--- config.mk ---
export PLATFORM = sky130hd
export DESIGN_NAME = multi_timer
export DESIGN_NICKNAME = d
export VERILOG_FILES = /design/src/rtl/multi_timer.sv
export SDC_FILE = /design/constraint.sdc
export NUM_CORES = 1
export LEC_CHECK = 0
export CAP_MARGIN = 20
export CORE_AREA = 5 5 207 149
export DETAILED_ROUTE_END_ITERATION = 10
export DIE_AREA = 0 0 212 154
export GPL_ROUTABILITY_DRIVEN = 0
export PLACE_DENSITY_LB_ADDON = 0.15
export SLEW_MARGIN = 20
export SYNTH_ARGS = -nofsm -noshare
export SYNTH_HDL_FRONTEND = slang
export SYNTH_SLANG_ARGS = --single-unit
--- constraint.sdc ---
create_clock -name clk -period 2.7 [get_ports clk]
set_input_delay 0.405 -clock clk [delete_from_list [all_inputs] [get_ports clk]]
set_output_delay 0.405 -clock clk [all_outputs]
set_load 0.01 [all_outputs]
--- src/rtl/multi_timer.sv ---
// Bank of N_CH independent down-counting timers sharing one tick strobe.
// Each channel supports one-shot or periodic operation with a sticky timeout flag.
module multi_timer #(
  parameter int N_CH  = 4,
  parameter int WIDTH = 16
) (
  input  logic                  clk,
  input  logic                  reset,
  input  logic                  tick_en,
  input  logic [N_CH-1:0]       start,
  input  logic [N_CH-1:0]       stop,
  input  logic [N_CH-1:0]       mode,
  input  logic [N_CH*WIDTH-1:0] load_val,
  input  logic [N_CH-1:0]       clear,
  output logic [N_CH-1:0]       running,
  output logic [N_CH-1:0]       expire,
  output logic [N_CH-1:0]       timeout,
  output logic [N_CH*WIDTH-1:0] count_o
);

  typedef enum logic [1:0] {
    S_IDLE    = 2'd0,
    S_RUN     = 2'd1,
    S_EXPIRED = 2'd2
  } state_t;

  generate
    for (genvar gi = 0; gi < N_CH; gi++) begin : g_ch
      state_t           state_q, state_d;
      logic [WIDTH-1:0] count_q, count_d;
      logic [WIDTH-1:0] reload_q, reload_d;
      logic             mode_q, mode_d;
      logic             running_q, running_d;
      logic             expire_q, expire_d;
      logic             timeout_q, timeout_d;
      logic             fire;
      logic [WIDTH-1:0] ld;

      assign ld = load_val[gi*WIDTH +: WIDTH];

      always_comb begin
        state_d  = state_q;
        count_d  = count_q;
        reload_d = reload_q;
        mode_d   = mode_q;
        fire     = 1'b0;

        if (stop[gi]) begin
          state_d = S_IDLE;
        end else if (start[gi]) begin
          // A zero load expires immediately so periodic mode can never spin on a zero period.
          if (ld != '0) begin
            count_d  = ld;
            reload_d = ld;
            mode_d   = mode[gi];
            state_d  = S_RUN;
          end else begin
            count_d = '0;
            state_d = S_EXPIRED;
            fire    = 1'b1;
          end
        end else if (state_q == S_RUN && tick_en) begin
          if (count_q > WIDTH'(1)) begin
            count_d = count_q - WIDTH'(1);
          end else if (mode_q) begin
            count_d = reload_q;
            fire    = 1'b1;
          end else begin
            count_d = '0;
            state_d = S_EXPIRED;
            fire    = 1'b1;
          end
        end

        running_d = (state_d == S_RUN);
        expire_d  = fire;
        // Expiry beats a same-cycle clear.
        timeout_d = fire | (timeout_q & ~clear[gi]);
      end

      always_ff @(posedge clk) begin
        if (reset) begin
          state_q   <= S_IDLE;
          count_q   <= '0;
          reload_q  <= '0;
          mode_q    <= 1'b0;
          running_q <= 1'b0;
          expire_q  <= 1'b0;
          timeout_q <= 1'b0;
        end else begin
          state_q   <= state_d;
          count_q   <= count_d;
          reload_q  <= reload_d;
          mode_q    <= mode_d;
          running_q <= running_d;
          expire_q  <= expire_d;
          timeout_q <= timeout_d;
        end
      end

      assign running[gi]                = running_q;
      assign expire[gi]                 = expire_q;
      assign timeout[gi]                = timeout_q;
      assign count_o[gi*WIDTH +: WIDTH] = count_q;
    end
  endgenerate

endmodule

==> impl_metrics.csv <==
group,metric,value,unit
status,outcome,"completed",
critical_path,ff2ff_setup_slack,0.25,ns
timing,setup_viol_count_final,0,
global_route,track_usage,19.2,%
timing,max_freq,407,MHz
clock_network,root_buffer,"clkbuf_16",
critical_path,crit_type,"flip-flop to flip-flop",
timing,hold_violations,0,
placement,dp.cells,1610,
detailed_routing,drt_wl_total,32100,um
power_and_ir_drop,peakVddDrop,0.311,mV
critical_path,cp.arrival,2.81,ns
hold_path,holdPathEnd,"g_ch[0].reload_q[12]",
detailed_routing,firstDrtPassIters,5,
floorplanning,ios,159,
detailed_routing,via_per_inst,5.46,
synth,synth_top_cell_by_area,"dfxtp_1",
global_route,overflow,0,
finish,stdcell_count,1642,
floorplanning,die-area,0.0326,sq mm
finish,design_area,0.0112,sq mm
detailed_routing,routedWlPerCell,19.5,um
critical_path,crit-reg2reg-launch,"g_ch[0].count_q[5]",
hold_path,hold_path_class,"flip-flop to flip-flop",
run,max-cap-violations,0,
hold_path,hold_depth,2,
synth,ys_seq_area_share,35.9,%
global_route,antenna_found_initial,0,
finish,final_nets,1342,
finish,layout-drive-gt1-share,9.89,%
synth,synth_cell_type_count,73,
synth,synthTopCellsByArea,"dfxtp_1 36%, a21oi_1 7.9%, nand2_1 7.4%, nor2_1 3.7%, clkbuf_1 3.0%",
global_route,grt_pass1_wl,50100,um
floorplanning,initial_core_util,29.7,%
floorplanning,die_x,212,um
timing,min_period,2.45,ns
synth,yosysWarnings,0,
critical_path,critPathCaptureType,"flip-flop",
synth,synthCells,1103,
timing,final.period_utilization,90.9,%
detailed_routing,drt_iter0_drc,687,
clock_network,clk_pin_slew,0.07,ns
synth,synth_area,0.00848,sq mm
timing,worst_pin_slew,0.940,ns
clock_network,clock_latency,0.45,ns
critical_path,cp-start-kind,"flip-flop",
placement,post-place-ws,-0.0248,ns
synth,syn_nets,1194,
placement,place_area,0.0106,sq mm
power_and_ir_drop,p_leak,3.99,nW
timing,clock_skew,0.00916,ns
placement,numPortBuffers,158,
finish,num_antenna_cells,0,
power_and_ir_drop,pwr_density_cell,620,mW/mm^2
floorplanning,rows,52,
hold_path,min_from,"g_ch[0].reload_q[12]",
clock_network,cts_buffers,17,
detailed_routing,post-route-drc-count,0,
clock_network,cts_resized,0,
critical_path,critPathMaxFanout,8,
clock_network,clk_path_buf_depth,2,
clock_network,post_cts_buffers,0,
synth,synth_seq_cells,152,
timing,rsz0062_at_grt,"no",
timing,worst_slack,0.245,ns
floorplanning,die_y,154,um
power_and_ir_drop,finalPower,6.96,mW
global_route,grt_max_degree,120,
synth,syn-mean-instance-area,7.69,sq um
detailed_routing,ant_nets,0,
detailed_routing,vias,8962,
clock_network,cts.sinks,152,
critical_path,crit_required,3.05,ns
timing,drv_slew,0,
finish,fillers,2956,
critical_path,reg2reg_depth,6,
timing,relSlewSlack,37.1,%
synth,postSynth.asyncResetShare,0,%
critical_path,r2r_end,"g_ch[0].count_q[14]",
finish,area_delta_synth_final,32.4,%
clock_network,htreeDepth,4,
synth,synth_edf_count,0,
clock_network,holdBufCountCts,0,
clock_network,cts_tree,"yes",
floorplanning,coreArea,0.0286,sq mm
global_route,grt_pass1_vias,8474,
timing,hold-worst-slack,0.451,ns
synth,ys.flop_type,"dfxtp_1",
synth,synth_top_cell_area_share,35.9,%
placement,dp_hpwl,22500,um
[sequential cells by signal, indices dropped and copies added, names as in the netlist]
name and cells:
g_ch.state_q 8, g_ch.count_q 64, g_ch.mode_q 4, g_ch.timeout_q 4, g_ch.running_q 4, g_ch.reload_q 64, g_ch.expire_q 4
[cell families after synthesis]
kind of cell / share of synthesized area [%]
buffers and inverters: 6.82
AND/OR/NAND/NOR: 24.6
XOR/XNOR: 2.48
adder cells (fa/ha/maj): 1.18
AO/OA/AOI/OAI: 27.1
flip-flops: 35.9
multiplexers: 2.01
[worst max-delay path by stage]
stage | from | to | slack [ns] | cells after the start
5_1_grt | g_ch[2].count_q[11] | g_ch[2].count_q[0] | 0.07 | 5
6_report | g_ch[0].count_q[5] | g_ch[0].count_q[14] | 0.25 | 6
3_3_place_gp | load_val[44] | g_ch[2].reload_q[13] | 0.02 | 6
3_5_place_dp | load_val[35] | g_ch[2].reload_q[7] | -0.02 | 6
2_1_floorplan | g_ch[1].count_q[0] | g_ch[1].count_q[13] | 0.56 | 9
4_1_cts | g_ch[2].count_q[11] | g_ch[2].count_q[1] | 0.29 | 5
[metal layers]
layer | share of wire [%] | vias up | track usage [%]
li1 | - | 4349 | -
met1 | 50 | 4303 | 29.3
met2 | 42 | 286 | 26.9
met3 | 6.7 | 24 | 4.85
met4 | 1.0 | 0 | 4.57
met5 | 0 | - | 0
[cells in the mapped netlist (15+ instances only)]
| cell type | count |
|---|---|
| nand2_1 | 167 |
| dfxtp_1 | 152 |
| a21oi_1 | 134 |
| nor2_1 | 83 |
| clkbuf_1 | 68 |
| o21ai_0 | 47 |
| nor4_1 | 38 |
| nor3_1 | 32 |
| nand3_1 | 23 |
| a211oi_1 | 22 |
| inv_1 | 22 |
| nand4_1 | 19 |
| mux2i_1 | 17 |
| a21o_1 | 16 |
| xnor2_1 | 16 |
| buf_2 | 15 |
[layout make-up]
type / instances / area (sq um) / share of cell area (%)
Sequential cell: 152 / 3040 / 27.1
Clock inverter: 12 / 175 / 1.56
Multi-Input combinational cell: 826 / 4860 / 43.3
Tap cell: 378 / 473 / 4.21
Timing Repair Buffer: 231 / 2140 / 19.1
Inverter: 23 / 86.3 / 0.769
Clock buffer: 20 / 447 / 3.98
[report_power, final]
| group | switching, mW | internal [mW] |
|---|---|---|
| clock network | 1.05 | 1.57 |
| logic | 1.02 | 0.777 |
| registers | 0.168 | 2.37 |
| total | 2.24 | 4.72 |
[per-stage QoR]
step                      setup TNS (ns)  util [%]
after floorplan                        0         -
after global placement                 0      37.1
after detailed placement          -0.172      37.1
after CTS                              0      39.3
after global routing                   0      39.3
final                                  0      39.3
[worst max-delay path, cell delays in order (launching register included)]
cell,delay [ns]
dfxtp_1,0.39
nor4_1,0.59
nand3b_1,0.45
nor2_1,0.35
buf_4,0.19
nand4_1,0.10
a311oi_1,0.28
[placed cells by master, fill, tap and decap left out, types with 4 or more instances in the layout]
cell | netlist | routed
o32ai_1 | 10 | 10
nand3_1 | 23 | 23
dfxtp_1 | 152 | 152
nand4_1 | 19 | 19
a211o_1 | 4 | 4
clkdlybuf4s50_1 | 0 | 157
o22ai_1 | 8 | 8
clkbuf_16 | 0 | 17
nor4_1 | 38 | 38
mux2i_1 | 17 | 17
a31oi_1 | 14 | 14
o21ai_0 | 47 | 47
a311oi_1 | 14 | 14
o31ai_1 | 6 | 6
and3_1 | 4 | 4
a41oi_1 | 4 | 4
o211ai_1 | 14 | 14
a211oi_1 | 22 | 22
a21oi_1 | 134 | 134
xnor2_1 | 16 | 16
nor3_1 | 32 | 32
nor2_1 | 83 | 83
bufinv_16 | 0 | 4
a22oi_1 | 7 | 7
a221oi_1 | 12 | 12
nor2b_1 | 5 | 4
inv_1 | 22 | 22
a21o_1 | 16 | 16
buf_4 | 14 | 73
nand2_1 | 167 | 167
or3_1 | 10 | 10
xor2_1 | 8 | 8
o41ai_1 | 4 | 4
o21a_1 | 5 | 5
or4_1 | 6 | 6
nand2b_1 | 5 | 5
nand3b_1 | 7 | 7
ha_1 | 8 | 8
o31a_1 | 7 | 7
(Power assumes the default switching activity.)
